--- config.mk ---
export PLATFORM = sky130hd
export DESIGN_NAME = alu_issue
export DESIGN_NICKNAME = d
export VERILOG_FILES = /design/src/rtl/alu_pkg.sv /design/src/rtl/alu_decode.sv /design/src/rtl/alu_issue.sv
export SDC_FILE = /design/constraint.sdc
export NUM_CORES = 1
export LEC_CHECK = 0
export ABC_CLOCK_PERIOD_IN_PS = 2800
export CORE_MARGIN = 2
export CORE_UTILIZATION = 39
export CTS_BUF_LIST = sky130_fd_sc_hd__clkbuf_8
export DETAILED_ROUTE_END_ITERATION = 12
export PLACE_DENSITY = 0.79
export SETUP_SLACK_MARGIN = 0.02
export SYNTH_ARGS = -nofsm -noshare
export SYNTH_HDL_FRONTEND = slang
export SYNTH_HIERARCHICAL = 1
export SYNTH_SLANG_ARGS = --single-unit
--- constraint.sdc ---
create_clock -name clk -period 2.8 [get_ports clk]
set_input_delay 0.56 -clock clk [delete_from_list [all_inputs] [get_ports clk]]
set_output_delay 0.56 -clock clk [all_outputs]
set_load 0.05 [all_outputs]
--- src/rtl/alu_pkg.sv ---
// alu_pkg: ALU op codes, MIPS opcode/funct constants and the decoded-instruction bundle shared by decode, issue and ALU
package alu_pkg;
  localparam logic [3:0] ALU_ADD  = 4'h0;
  localparam logic [3:0] ALU_SUB  = 4'h1;
  localparam logic [3:0] ALU_SLL  = 4'h2;
  localparam logic [3:0] ALU_SRL  = 4'h3;
  localparam logic [3:0] ALU_SLT  = 4'h4;
  localparam logic [3:0] ALU_AND  = 4'h5;
  localparam logic [3:0] ALU_OR   = 4'h6;
  localparam logic [3:0] ALU_XOR  = 4'h7;
  localparam logic [3:0] ALU_SLTU = 4'h8;
  localparam logic [3:0] ALU_SRA  = 4'h9;
  localparam logic [5:0] OP_RTYPE = 6'h00;
  localparam logic [5:0] OP_ADDI  = 6'h08;
  localparam logic [5:0] OP_ADDIU = 6'h09;
  localparam logic [5:0] OP_SLTI  = 6'h0A;
  localparam logic [5:0] OP_SLTIU = 6'h0B;
  localparam logic [5:0] OP_ANDI  = 6'h0C;
  localparam logic [5:0] OP_ORI   = 6'h0D;
  localparam logic [5:0] OP_XORI  = 6'h0E;
  localparam logic [5:0] OP_LUI   = 6'h0F;
  localparam logic [5:0] F_SLL  = 6'h00;
  localparam logic [5:0] F_SRL  = 6'h02;
  localparam logic [5:0] F_SRA  = 6'h03;
  localparam logic [5:0] F_SLLV = 6'h04;
  localparam logic [5:0] F_SRLV = 6'h06;
  localparam logic [5:0] F_SRAV = 6'h07;
  localparam logic [5:0] F_ADD  = 6'h20;
  localparam logic [5:0] F_ADDU = 6'h21;
  localparam logic [5:0] F_SUB  = 6'h22;
  localparam logic [5:0] F_SUBU = 6'h23;
  localparam logic [5:0] F_AND  = 6'h24;
  localparam logic [5:0] F_OR   = 6'h25;
  localparam logic [5:0] F_XOR  = 6'h26;
  localparam logic [5:0] F_SLT  = 6'h2A;
  localparam logic [5:0] F_SLTU = 6'h2B;
  typedef enum logic [1:0] {SEL1_ZERO, SEL1_RS, SEL1_SHAMT, SEL1_SIXTEEN} sel1_t;
  typedef enum logic [1:0] {SEL2_ZERO, SEL2_RT, SEL2_SIMM, SEL2_ZIMM} sel2_t;
  typedef struct packed {
    logic [3:0] ctrl;
    sel1_t      sel1;
    sel2_t      sel2;
    logic [4:0] dest;
    logic       illegal;
  } dec_t;
  localparam dec_t DEC_ILLEGAL = '{ctrl: ALU_ADD, sel1: SEL1_ZERO, sel2: SEL2_ZERO, dest: 5'd0, illegal: 1'b1};
endpackage

--- src/rtl/alu_decode.sv ---
// alu_decode: combinational MIPS ALU-instruction decode
// ports: instr (32-bit MIPS word) in; dec (ctrl, operand selects, dest, illegal) out
module alu_decode
  import alu_pkg::*;
(
  input  logic [31:0] instr,
  output dec_t        dec
);
  logic unused_fields;
  assign unused_fields = ^{instr[25:21], instr[10:6]};
  function automatic dec_t itype(input logic [3:0] c, input sel2_t s, input logic [4:0] rt);
    return '{ctrl: c, sel1: SEL1_RS, sel2: s, dest: rt, illegal: 1'b0};
  endfunction
  always_comb begin
    dec = DEC_ILLEGAL;
    case (instr[31:26])
      OP_RTYPE: begin
        dec = '{ctrl: ALU_ADD, sel1: SEL1_RS, sel2: SEL2_RT, dest: instr[15:11], illegal: 1'b0};
        case (instr[5:0])
          F_ADD, F_ADDU: dec.ctrl = ALU_ADD;
          F_SUB, F_SUBU: dec.ctrl = ALU_SUB;
          F_AND:  dec.ctrl = ALU_AND;
          F_OR:   dec.ctrl = ALU_OR;
          F_XOR:  dec.ctrl = ALU_XOR;
          F_SLT:  dec.ctrl = ALU_SLT;
          F_SLTU: dec.ctrl = ALU_SLTU;
          F_SLLV: dec.ctrl = ALU_SLL;
          F_SRLV: dec.ctrl = ALU_SRL;
          F_SRAV: dec.ctrl = ALU_SRA;
          F_SLL: begin dec.ctrl = ALU_SLL; dec.sel1 = SEL1_SHAMT; end
          F_SRL: begin dec.ctrl = ALU_SRL; dec.sel1 = SEL1_SHAMT; end
          F_SRA: begin dec.ctrl = ALU_SRA; dec.sel1 = SEL1_SHAMT; end
          default: dec = DEC_ILLEGAL;
        endcase
      end
      OP_ADDI, OP_ADDIU: dec = itype(ALU_ADD, SEL2_SIMM, instr[20:16]);
      OP_SLTI:  dec = itype(ALU_SLT, SEL2_SIMM, instr[20:16]);
      OP_SLTIU: dec = itype(ALU_SLTU, SEL2_SIMM, instr[20:16]);
      OP_ANDI:  dec = itype(ALU_AND, SEL2_ZIMM, instr[20:16]);
      OP_ORI:   dec = itype(ALU_OR, SEL2_ZIMM, instr[20:16]);
      OP_XORI:  dec = itype(ALU_XOR, SEL2_ZIMM, instr[20:16]);
      // lui is issued as imm << 16
      OP_LUI:   dec = '{ctrl: ALU_SLL, sel1: SEL1_SIXTEEN, sel2: SEL2_ZIMM, dest: instr[20:16], illegal: 1'b0};
      default:  dec = DEC_ILLEGAL;
    endcase
  end
endmodule

--- src/rtl/alu_issue.sv ---
// alu_issue: ID->EX issue register for the ALU with operand select, optional forwarding and issue counter
// ports: clk, rst_n (sync, active-low); id_valid/id_instr/id_rs_data/id_rt_data decode slot;
//   stall holds, flush kills; ex_* registered ALU command; issue_count counts legal issues.
// macro ALU_ISSUE_FWD_EN adds fwd_em_*/fwd_mw_* bypass inputs for register-sourced operands.
module alu_issue
  import alu_pkg::*;
(
  input  logic        clk,
  input  logic        rst_n,
  input  logic        id_valid,
  input  logic [31:0] id_instr,
  input  logic [31:0] id_rs_data,
  input  logic [31:0] id_rt_data,
`ifdef ALU_ISSUE_FWD_EN
  input  logic        fwd_em_we,
  input  logic [4:0]  fwd_em_reg,
  input  logic [31:0] fwd_em_data,
  input  logic        fwd_mw_we,
  input  logic [4:0]  fwd_mw_reg,
  input  logic [31:0] fwd_mw_data,
`endif
  input  logic        stall,
  input  logic        flush,
  output logic        ex_valid,
  output logic [31:0] ex_in1,
  output logic [31:0] ex_in2,
  output logic [3:0]  ex_ctrl_alu,
  output logic [4:0]  ex_wr_reg,
  output logic        ex_reg_we,
  output logic        ex_illegal,
  output logic [31:0] issue_count
);
  dec_t dec;
  logic [31:0] rs_val, rt_val, in1, in2;
  alu_decode u_dec (.instr(id_instr), .dec(dec));
`ifdef ALU_ISSUE_FWD_EN
  // EM is younger than MW, so it wins; $0 is never bypassed
  function automatic logic [31:0] fwd(input logic [4:0] idx, input logic [31:0] d);
    return idx == 5'd0 ? d : fwd_em_we && fwd_em_reg == idx ? fwd_em_data :
           fwd_mw_we && fwd_mw_reg == idx ? fwd_mw_data : d;
  endfunction
  assign rs_val = fwd(id_instr[25:21], id_rs_data);
  assign rt_val = fwd(id_instr[20:16], id_rt_data);
`else
  assign rs_val = id_rs_data;
  assign rt_val = id_rt_data;
`endif
  assign in1 = dec.sel1 == SEL1_RS ? rs_val : dec.sel1 == SEL1_SHAMT ? {27'd0, id_instr[10:6]} :
               dec.sel1 == SEL1_SIXTEEN ? 32'd16 : 32'd0;
  assign in2 = dec.sel2 == SEL2_RT ? rt_val : dec.sel2 == SEL2_SIMM ? {{16{id_instr[15]}}, id_instr[15:0]} :
               dec.sel2 == SEL2_ZIMM ? {16'd0, id_instr[15:0]} : 32'd0;
  always_ff @(posedge clk) begin
    if (!rst_n) begin
      ex_valid    <= 1'b0;
      ex_reg_we   <= 1'b0;
      ex_illegal  <= 1'b0;
      ex_in1      <= '0;
      ex_in2      <= '0;
      ex_ctrl_alu <= '0;
      ex_wr_reg   <= '0;
      issue_count <= '0;
    end else if (flush) begin
      ex_valid   <= 1'b0;
      ex_reg_we  <= 1'b0;
      ex_illegal <= 1'b0;
    end else if (!stall) begin
      ex_valid    <= id_valid;
      ex_reg_we   <= id_valid && !dec.illegal && dec.dest != 5'd0;
      ex_illegal  <= id_valid && dec.illegal;
      ex_in1      <= in1;
      ex_in2      <= in2;
      ex_ctrl_alu <= dec.ctrl;
      ex_wr_reg   <= dec.dest;
      issue_count <= issue_count + {31'd0, id_valid && !dec.illegal};
    end
  end
endmodule

==> key figures, run 1 <==
Worst hold path
  • Hold Crit Class: flop to flop

Yosys
  • Yosys cell types: 48
  • Avg Inst Size Synth: 8.51 um^2
  • Number of synthesized flops with an enable pin: 0
  • Sequential share of the synthesized area: 0.462
  • #FFs+latches synth: 108
  • Net Count, Synth: 654
  • Synth Instances: 550
  • Post-synth ARST share: 0
  • Top FF cell, synth: dfxtp_1
  • Synth Warn #: 6
  • Mapped Area: 0.00468 mm^2

Timing
  • Setup violators final: 0
  • Fin crit period: 2.69 ns
  • Fmax achieved: 0.372 GHz
  • Slew at the pin with the worst max-slew slack: 0.667 ns
  • Slew Limit Fails: 0
  • RSZ-0062 raised after global routing: false
  • Fin Clk Skew: 0.0132 ns
  • Slew headroom: 0.554
  • Hold slack: 0.466 ns
  • Final Cycle Share: 0.960
  • Final hold violation count: 0

Clocking
  • CTS Sinks: 108
  • Max clock buf depth: 2
  • # H-tree levels: 3
  • Hold-fix buffers, CTS: 0
  • CTS tree: done
  • Num CTS Buffers: 9
  • Worst-path clk slew: 0.11 ns
  • Clock Tree Root: clkbuf_8
  • Clock Latency Late Sink: 0.39 ns

Finish
  • Largest registers: ex_in1: 32 flops, ex_in2: 32 flops, issue_count: 32 flops
  • Antenna diodes: 0
  • Reg area: 0.00216 mm^2
  • Syn-to-layout area delta: 58.1%
  • Ratio of cells with drive above 1 in the final layout: 0.112
  • Multi-input gate area: 0.00237 mm^2
  • Layout filler cell count: 1011
  • Final #Nets: 873
  • Design Area, Final: 0.00740 mm^2

Critical path
  • Arr. time, crit path: 3.01 ns
  • Startpoint Class: input port
  • Kind of critical path: input port to flop
  • Crit path capture type: flop
  • Critical path fanouts, max: 6
  • CP required: 3.12 ns

Drt
  • Total number of vias: 5151
  • Post-Route WL: 15.8 mm
  • Routed Antenna Nets: 0
  • DRC violations left: 0
  • DR WL/cell: 17.1 um
  • Drt first-iter violations: 324
  • DR vias/cell: 5.59
  • Pre-Repair DR Iteration Count: 6

Floorplanning
  • Core Region: 0.0119 mm^2
  • Rows: 40
  • Initial core utilization: 0.395
  • IO Pins: 209
  • Die H: 114 um
  • Die Wd: 114 um
  • Die ar.: 0.0129 mm^2

Power and ir drop
  • Combinational Power Share: 0.183
  • Leak: 2.74 nW
  • Switching portion of total power: 0.284
  • Pwr dens: 423 mW/mm^2
  • Sequential share of power: 0.509
  • Peak supply drop: 0.000337 V
  • Clock power share: 0.309
  • Int Pwr: 2.24 mW
  • Total Power: 3.13 mW
  • Sw power: 0.891 mW

Placed design
  • GPL Wtd Cong: 0.861
  • Area post-placement: 0.00712 mm^2
  • Port bufs: 203
  • Post-DP HPWL: 11.7 mm

Job
  • Max Cap Viol: 0

Global route
  • Final global-route overflow total: 0
  • Largest net degree at the start of global routing: 38
  • GRT Overall Usage: 0.241
  • Initial antenna violation count: 0
  • First-pass GRT wire length: 24.8 mm
  • Vias in the first global route: 5066

Status
  • Status: complete, no violations
-- worst paths after layout --
check,from,end,slack [ns],cells past startpoint
max,id_instr[31],issue_count[27],0.11,12
min,ex_ctrl_alu[2],ex_ctrl_alu[2],0.47,2
max reg2reg,issue_count[13],issue_count[23],0.81,4
min reg2reg,ex_ctrl_alu[2],ex_ctrl_alu[2],0.47,2
-- worst max-delay path, stage by stage --
cell and delay (ns):
clkdlybuf4s50_1 0.42, nor2_2 0.19, nand3_4 0.10, a21oi_4 0.14, nor2_2 0.08, nor2b_2 0.13, ha_2 0.21, buf_4 0.12
and4_1 0.20, nand4_1 0.20, or4_1 0.52, a21oi_1 0.14
-- power groups by stage --
stage / Sequential [mW] / Combinational, mW / Clock, mW
after global routing: 1.60 / 0.606 / 1.06
final: 1.59 / 0.573 / 0.967
after CTS: 1.59 / 0.572 / 0.997
after global placement: 1.63 / 0.558 / 0
after detailed placement: 1.63 / 0.569 / 0
after floorplan: 1.76 / 0.145 / 0
-- kinds of logic (layout without fill, tap and decap cells) --
| family | Yosys count | after routing | synth area share |
|---|---|---|---|
| flip-flops | 108 | 108 | 0.462 |
| buffers and inverters | 53 | 276 | 0.0500 |
| AO/OA/AOI/OAI | 162 | 162 | 0.227 |
| AND/OR/NAND/NOR | 211 | 212 | 0.228 |
| XOR/XNOR | 10 | 10 | 0.0187 |
| adder cells (fa/ha/maj) | 3 | 3 | 0.00802 |
| multiplexers | 3 | 3 | 0.00642 |
-- per-stage QoR --
stage / setup WS (ns) / TNS [ns] / util / cells
after floorplan: 0.00776 / 0 / - / 550
after global placement: -0.524 / -8.40 / 0.600 / 902
after detailed placement: -0.596 / -10.87 / 0.600 / 902
after CTS: 0.0217 / 0 / 0.619 / 921
after global routing: 0.00740 / 0 / 0.624 / 921
final: 0.111 / 0 / 0.624 / 921
-- Yosys cell counts, types with 2 or more instances --
library cell	n	share of area
o21ai_0	27	0.029
nand2_1	40	0.032
a22oi_1	28	0.045
buf_6	4	0.0096
and3_1	2	0.0027
nand3_1	8	0.0086
ha_1	3	0.0080
o211ai_1	2	0.0032
nand4_1	12	0.016
a22o_1	5	0.0094
xor2_1	8	0.015
nor2b_1	6	0.0080
nor2_1	78	0.063
and4_1	6	0.011
a221oi_1	19	0.036
a21o_1	3	0.0048
o31ai_1	12	0.019
inv_1	10	0.0080
and2_1	6	0.0080
a21oi_1	53	0.057
or2_2	2	0.0027
mux2i_1	3	0.0064
a31oi_1	2	0.0027
or3_1	8	0.011
clkbuf_1	33	0.026
xnor2_1	2	0.0037
or4_1	13	0.021
dfxtp_1	108	0.46
nand2b_1	3	0.0040
buf_2	4	0.0043
nor3_1	20	0.021
o32ai_1	4	0.0075
-- timing repair --
| action | in CTS | in global routing |
|---|---|---|
| gates resized for setup | 7 | 16 |
| endpoints found under the setup margin | 15 | 14 |
| pin swaps | 7 | 6 |
| buffers inserted | 2 | 0 |
| gates cloned | 1 | 0 |
-- final cells by class --
cell class / instances / share of cell area
Clock buffer: 9 / 0.0167
Sequential cell: 108 / 0.292
Multi-Input combinational cell: 390 / 0.321
Tap cell: 147 / 0.0248
Inverter: 11 / 0.00558
Clock inverter: 7 / 0.00913
Timing Repair Buffer: 249 / 0.331
-- placed cells by master, fill, tap and decap left out, types with 6 or more instances in the layout --
cell / n
dfxtp_1: 108
nor2_1: 73
nand2_1: 40
or3_1: 8
or4_1: 11
inv_1: 12
clkdlybuf4s50_1: 194
a221oi_1: 19
and4_1: 6
xor2_1: 8
o21ai_0: 27
dlymetal6s2s_1: 7
nand4_1: 12
clkbuf_8: 9
a22oi_1: 28
a21oi_1: 50
buf_4: 40
nand3_1: 8
nor3_1: 19
o31ai_1: 11
-- layer usage --
layer,vias to the layer above,global-route usage,part of all wire
met2,231,0.423,0.50
met3,32,0.0834,0.082
met1,2438,0.269,0.39
met5,-,0,0
met4,0,0.0951,0.027
li1,2450,-,-
No activity file was read; power rests on OpenSTA's default activity.
==> run 2, diff against run 1 <==
ABC_AREA = 1   (was unset)
CORE_UTILIZATION = 40   (was 39)
HOLD_SLACK_MARGIN = 0.02   (was unset)
PLACE_DENSITY = 0.78   (was 0.79)
==> run 2 against run 1 <==
Effect of this change:
- utilization grew 0.26 points
- via count grew 8.8%
- setup slack gained 0.20 ns
- sequential share of layout area shrank 1.8 points
- synthesized area grew 9.9%
- clock-buffer cell count grew 2
- critical path depth grew 7
- highest routed layer unchanged
- flip-flop and latch count is the same
- largest power group unchanged
==> key figures, run 2 <==
Status
  • Status: complete, no violations

Timing
  • Setup violators final: 0 (unchanged)
  • Slew headroom: 0.500 (-0.0547)
  • Slew at the pin with the worst max-slew slack: 0.748 ns (+0.0814 ns)
  • Fin Clk Skew: 0.00707 ns (-0.00615 ns)
  • Slew Limit Fails: 0 (unchanged)
  • Fin crit period: 2.49 ns (-0.202 ns)
  • RSZ-0062 raised after global routing: false
  • Final hold violation count: 0 (unchanged)
  • Final Cycle Share: 0.888 (-0.0720)
  • Fmax achieved: 0.402 GHz (+8.1%)
  • Setup TNS Final: 0 ns (unchanged)

Global route
  • First-pass GRT wire length: 24.9 mm (+0.53%)
  • Largest net degree at the start of global routing: 69 (+82%)
  • Initial antenna violation count: 0 (unchanged)
  • Vias in the first global route: 5269 (+4.0%)
  • Final global-route overflow total: 0 (unchanged)
  • GRT Overall Usage: 0.221 (-0.0206)

Yosys
  • Synth Area in Adders: 0.00730 (-0.000720)
  • Count leader, synth: nand2_1
  • Synth top cells by count: nand2_1 (190), dfxtp_1 (108), nor2_1 (106), inv_1 (88), nand3_1 (51)
  • Synth Instances: 754 (+37%)
  • #FFs+latches synth: 108 (unchanged)
  • Net Count, Synth: 858 (+31%)
  • Synth Warn #: 6 (unchanged)
  • Largest family of logic cells by synthesized area: simple AND/OR/NAND/NOR gates
  • Simple-gate portion of the synthesized area: 0.320 (+0.0922)
  • Largest area contributor in the netlist: dfxtp_1
  • Mux share of post-synthesis cell area: 0 (-0.00642)
  • Avg Inst Size Synth: 6.82 um^2 (-20%)
  • Mapped Area: 0.00514 mm^2 (+9.9%)
  • Top FF cell, synth: dfxtp_1
  • Xor/xnor share of the synthesized area: 0.00852 (-0.0102)
  • Yosys cell types: 38 (-21%)
  • Sequential share of the synthesized area: 0.420 (-0.0415)
  • Number of synthesized flops with an enable pin: 0 (unchanged)
  • Post-synth top area share: 0.420 (-0.0415)
  • Largest cells by area after synthesis: dfxtp_1 (42%), nand2_1 (14%), nor2_1 (7.7%), inv_1 (6.4%), nand3_1 (5.0%)
  • Compound-Gate Fraction of Synth Area: 0.146 (-0.0809)
  • Post-synth ARST share: 0 (unchanged)

Critical path
  • Crit path capture type: flop
  • Arr. time, crit path: 2.81 ns (-0.20 ns)
  • Top cell by count, worst path: nand2_1
  • Flop2flop setup slack: 1.13 ns (+0.32 ns)
  • R2R depth: 10 (+6)
  • Capture point of the worst path: issue_count[22]
  • Critical path fanouts, max: 5 (-1)
  • Worst Setup SP: id_instr[3]
  • Kind of critical path: input port to flop
  • Startpoint Class: input port
  • Worst path cell trace: dlymetal6s2s_1 > inv_2 > nor2_1 > nand3_2 > nand3_1 > nor2_2 > nand2_4 > a21oi_2 > nor2_2 > ha_2 > ha_2 > nand3_2 > nor2_8 > nand2_4 > nor2_4 > nand2_1 > nand2_1 > nand2_1 > nor2_1
  • Worst r2r dst: issue_count[22]
  • CP required: 3.12 ns (about the same)
  • Worst reg2reg startpoint: issue_count[0]
  • Critical Path Slowest Stage Cell: dlymetal6s2s_1
  • Max incr delay on CP: 0.21 ns (-0.31 ns)

Floorplanning
  • Initial core utilization: 0.409 (+0.0145)
  • Die ar.: 0.0138 mm^2 (+6.9%)
  • Rows: 41 (+2.5%)
  • Die H: 117 um (+3.4%)
  • Die Wd: 117 um (+3.4%)
  • IO Pins: 209 (unchanged)
  • Core Region: 0.0126 mm^2 (+6.0%)

Power and ir drop
  • Clock power share: 0.329 (+0.020)
  • Sw power: 0.879 mW (-1.3%)
  • Combinational Power Share: 0.181 (-0.002)
  • Switching portion of total power: 0.270 (-0.0146)
  • Int Pwr: 2.38 mW (+6.2%)
  • Sequential share of power: 0.490 (-0.019)
  • Leak: 3.23 nW (+18%)
  • Peak supply drop: 0.000312 V (-7.3%)
  • Pwr dens: 414 mW/mm^2 (-2.2%)

Clocking
  • Clock Tree Root: clkbuf_8
  • Max clock buf depth: 2 (unchanged)
  • Worst-path clk slew: 0.10 ns (about the same)
  • CTS Sinks: 108 (unchanged)
  • CTS tree: done
  • # H-tree levels: 3 (unchanged)
  • Num CTS Buffers: 9 (unchanged)
  • Hold-fix buffers, CTS: 0 (unchanged)
  • Clock Latency Late Sink: 0.38 ns (about the same)

Job
  • Max Cap Viol: 0 (unchanged)

Worst hold path
  • Hold Crit Class: flop to flop

Drt
  • DRC violations left: 0 (unchanged)
  • Routed Antenna Nets: 0 (unchanged)
  • Post-Route WL: 15.3 mm (-2.6%)
  • Drt first-iter violations: 243 (-25%)
  • DR vias/cell: 4.85 (-13%)
  • Total number of vias: 5605 (+8.8%)
  • DR WL/cell: 13.3 um (-22%)
  • Pre-Repair DR Iteration Count: 5 (-1)

Finish
  • Final #Nets: 1084 (+24%)
  • Syn-to-layout area delta: 53.2%
  • Util after Layout: 0.627 (+0.00263)
  • Design Area, Final: 0.00788 mm^2 (+6.4%)
  • Most frequent cells in the layout: clkdlybuf4s50_1 (196), nand2_1 (190), dfxtp_1 (108)
  • Commonest non-fill, non-tap cell in the layout: clkdlybuf4s50_1
  • Ratio of cells with drive above 1 in the final layout: 0.0955 (-0.0169)
  • Largest registers: ex_in1: 32 flops, ex_in2: 32 flops, issue_count: 32 flops
  • Antenna diodes: 0 (unchanged)

Placed design
  • GPL Wtd Cong: 0.859 (-0.29%)
  • Post-DP HPWL: 11.5 mm (-1.6%)
  • Port bufs: 203 (unchanged)
  • Area post-placement: 0.00760 mm^2 (+6.8%)
[run 2: cell types whose count changed after synthesis, sizes merged, moves of 16 or more]
| cell | change |
|---|---|
| nor2 | +38 |
| a22oi | -27 |
| nand2 | +155 |
| inv | +82 |
| clkbuf | -16 |
| o221ai | +17 |
| nand3 | +44 |
| a221oi | -19 |
[run 2: power groups by stage]
stage               Sequential (mW)  Clock [mW]  Combinational (mW)
floorplan                      1.78           0               0.149
global placement               1.63           0               0.584
CTS                            1.60        1.11               0.590
global route                   1.60        1.15               0.630
detailed placement             1.63           0               0.589
finish                         1.60        1.07               0.590
[run 2: worst max-delay path, delay by kind of cell]
family	cells	cell delay, ns
and+or+nand+nor	14	1.50
adders and majority gates	2	0.39
buffers and inverters	2	0.28
AOI/OAI and AO/OA	1	0.06
[run 2: cell families after synthesis]
logic type | after synthesis
buf+inv | 126
xor+xnor | 5
compound gates | 128
fa+ha+maj | 3
simple gates | 384
flops | 108
[run 2: layout make-up]
type | instances | area, um^2
multi-input cells | 520 | 2510
inverters | 94 | 353
fillers | 1114 | 4690
repair buffers | 247 | 2410
flip-flops and latches | 108 | 2160
well taps | 172 | 215
clock inverters | 4 | 72.6
clock buffers | 11 | 151
[run 2: metal layers]
metal / GRT usage / routed length, um / up-vias
li1: - / - / 2878
met1: 0.252 / 6330 / 2544
met2: 0.384 / 7620 / 160
met3: 0.0764 / 1080 / 23
met4: 0.0761 / 316 / 0
met5: 0 / 0 / -
[run 2: through the flow]
step	hold WS [ns]	power (mW)	std cells	setup WS, ns
2_1_floorplan	0.667	1.93	754	0.252
6_report	0.467	3.26	1156	0.313
5_1_grt	0.492	3.39	1156	0.0382
4_1_cts	0.469	3.29	1155	0.0410
3_5_place_dp	0.456	2.22	1140	-0.449
3_3_place_gp	0.443	2.22	1140	-0.410
[run 2: worst min path at each step]
stage,start,endpoint,slack [ns],depth (start not counted)
2_1_floorplan,ex_illegal,ex_illegal,0.67,2
3_3_place_gp,ex_illegal,ex_illegal,0.44,2
3_5_place_dp,ex_in1[27],ex_in1[27],0.46,2
4_1_cts,ex_in1[27],ex_in1[27],0.47,2
5_1_grt,ex_in1[27],ex_in1[27],0.49,2
6_report,ex_in1[15],ex_in1[15],0.47,2
[run 2: timing repair]
item / CTS / global route
pin swaps: 1 / 4
setup endpoints to repair: 6 / 26
resized for setup: 3 / 13
setup buffers: 0 / 1
==> edit: new RTL, flow settings as in run 2 <==
Make the reset (`rst_n`) asynchronous in one clocked block.
--- a/src/rtl/alu_issue.sv
+++ b/src/rtl/alu_issue.sv
@@ -51,3 +51,3 @@
                dec.sel2 == SEL2_ZIMM ? {16'd0, id_instr[15:0]} : 32'd0;
-  always_ff @(posedge clk) begin
+  always_ff @(posedge clk or negedge rst_n) begin
     if (!rst_n) begin
Check against the original RTL: differs if rst_n is asserted again (counterexample within 4 cycles, from zero or initial values and one cycle with rst_n low); with rst_n held inactive, the same outputs for 4 cycles.
==> edit against run 2 <==
  * Setup slack improved by 0.055 ns
  * Design area rose by 3.5%
  * Total power up 8.6%
  * Combinational power increased by 54%
  * Largest power group unchanged
  * Utilization is 1.1 points lower
  * Wire length grew 1.7%
  * Synthesized area up 5.2%
  * Sequential cell count unchanged
==> edit: results (changes against run 2) <==
Run status
  • Status: finished clean (unchanged)

Timing
  • Slew headroom: 53.1% (was 50.0%)
  • Hold_ws: 0.220 ns (was 0.467 ns)
  • Clock Skew: 0.00676 ns (was 0.00707 ns)

Final layout
  • Clock buffer cells: 10 (was 11)
  • Signal buffers share of area: 29.3% (was 30.6%)
  • Inverters: 80 (was 94)
  • Filler cell count: 1184 (was 1114)
  • Nets: 1029 (was 1084)
  • Register share of the cell area: 33.1% (was 27.5%)
  • Area occupied by multi-input gates: 2360 sq um (was 2510 sq um)
  • Final cell count without fillers: 1105 (was 1156)
  • Clock-cell share of area: 2.22% (was 2.84%)
  • Share of cells above drive strength 1: 11.4% (was 9.55%)
  • Area Growth Syn to Fin: 50.8% (was 53.2%)

Route
  • Number of DRC markers in iteration 0: 276 (was 243)
  • Pre-antenna DRT Iters: 7 (was 5)
  • DR vias/cell: 4.81 (was 4.85)
  • Post-Route WL: 15.6 mm (was 15.3 mm)

Global route
  • Number of global-route vias before repair: 5112 (was 5269)
  • Global-route wire length before repair: 25.1 mm (was 24.9 mm)
  • Largest net degree at the start of global routing: 54 (was 69)

Power
  • Logic pwr share: 25.6% (was 18.1%)
  • P_sw: 0.00119 W (was 0.000879 W)
  • Switching Share: 33.6% (was 27.0%)
  • Static Leak: 3.77 nW (was 3.23 nW)
  • Clk. pwr: 0.000931 W (was 0.00107 W)

Synth
  • Ys flop type: dfrtp_1 (was dfxtp_1)
  • Leading post-synthesis cells by cell area: dfrtp_1 50%, nand2_1 15%, nor2_1 5.3%, inv_1 5.1%, nand3_1 4.0% (was dfxtp_1 42%, nand2_1 14%, nor2_1 7.7%, inv_1 6.4%, nand3_1 5.0%)
  • Post-Synthesis Cells: 687 (was 754)
  • Cell variety after synth: 32 (was 38)
  • Post-synth ARST share: 100% (was 0%)

Worst setup path
  • Signal arrival time at the worst endpoint: 2.72 ns (was 2.81 ns)
  • R2R Path Start: issue_count[0] (unchanged)
  • CP Max Fanout: 6 (was 5)
  • Worst reg-to-reg path cell count: 11 (was 10)

Place
  • Dpl hpwl: 11.9 mm (was 11.5 mm)

Clock tree
  • PostCTS Resize Cnt: 1 (was 3)
-- edit: cell types whose count changed in the layout (fill, tap and decap cells not counted), moves of 14 or more --
cell     change
inv_1       -14
dfxtp_1    -108
nand2_1     +18
dfrtp_1    +108
a21oi_1     -29
nor2_1      -27
o21ai_0     -14
-- edit: cells by family (layout without fill, tap and decap cells) --
| family | after synthesis | after routing | synth area share, % |
|---|---|---|---|
| adders and majority gates | 3 | 3 | 0.694 |
| AOI/OAI and AO/OA | 79 | 79 | 8.51 |
| DFF | 108 | 108 | 50.0 |
| and+or+nand+nor | 376 | 376 | 30.2 |
| buffers and inverters | 102 | 344 | 7.54 |
| xor gates and xnor gates | 19 | 19 | 3.08 |
-- edit: worst max-delay path, stage by stage --
cell	delay [ns]
dlymetal6s2s_1	0.19
nor2_1	0.27
nand3_1	0.17
nand3_2	0.11
nor2_2	0.05
nand2_4	0.06
a21oi_2	0.07
nor2_2	0.11
ha_2	0.19
ha_2	0.17
inv_1	0.06
nor2_4	0.16
nand2_4	0.09
nor2_8	0.09
nand2_2	0.08
nor2_4	0.14
nand2_1	0.06
nand2_1	0.06
nand2_1	0.04
-- edit: how the worst max path moves through the flow --
stage                 from  slack [ns]  cells past startpoint               to
6_report       id_instr[2]        0.37                     19  issue_count[28]
5_1_grt        id_instr[0]        0.18                     21  issue_count[28]
4_1_cts        id_instr[5]        0.03                     18  issue_count[26]
3_5_place_dp   id_instr[5]       -0.45                     17  issue_count[26]
3_3_place_gp   id_instr[5]       -0.37                     17  issue_count[26]
2_1_floorplan  id_instr[5]        0.28                     18  issue_count[28]
-- edit: metal layers --
layer	global-route usage (%)	up-vias	part of all wire [%]
li1	-	2656	-
met1	28.2	2429	42
met2	36.5	190	48
met3	4.72	35	6.6
met4	9.52	0	3.2
met5	0	-	0
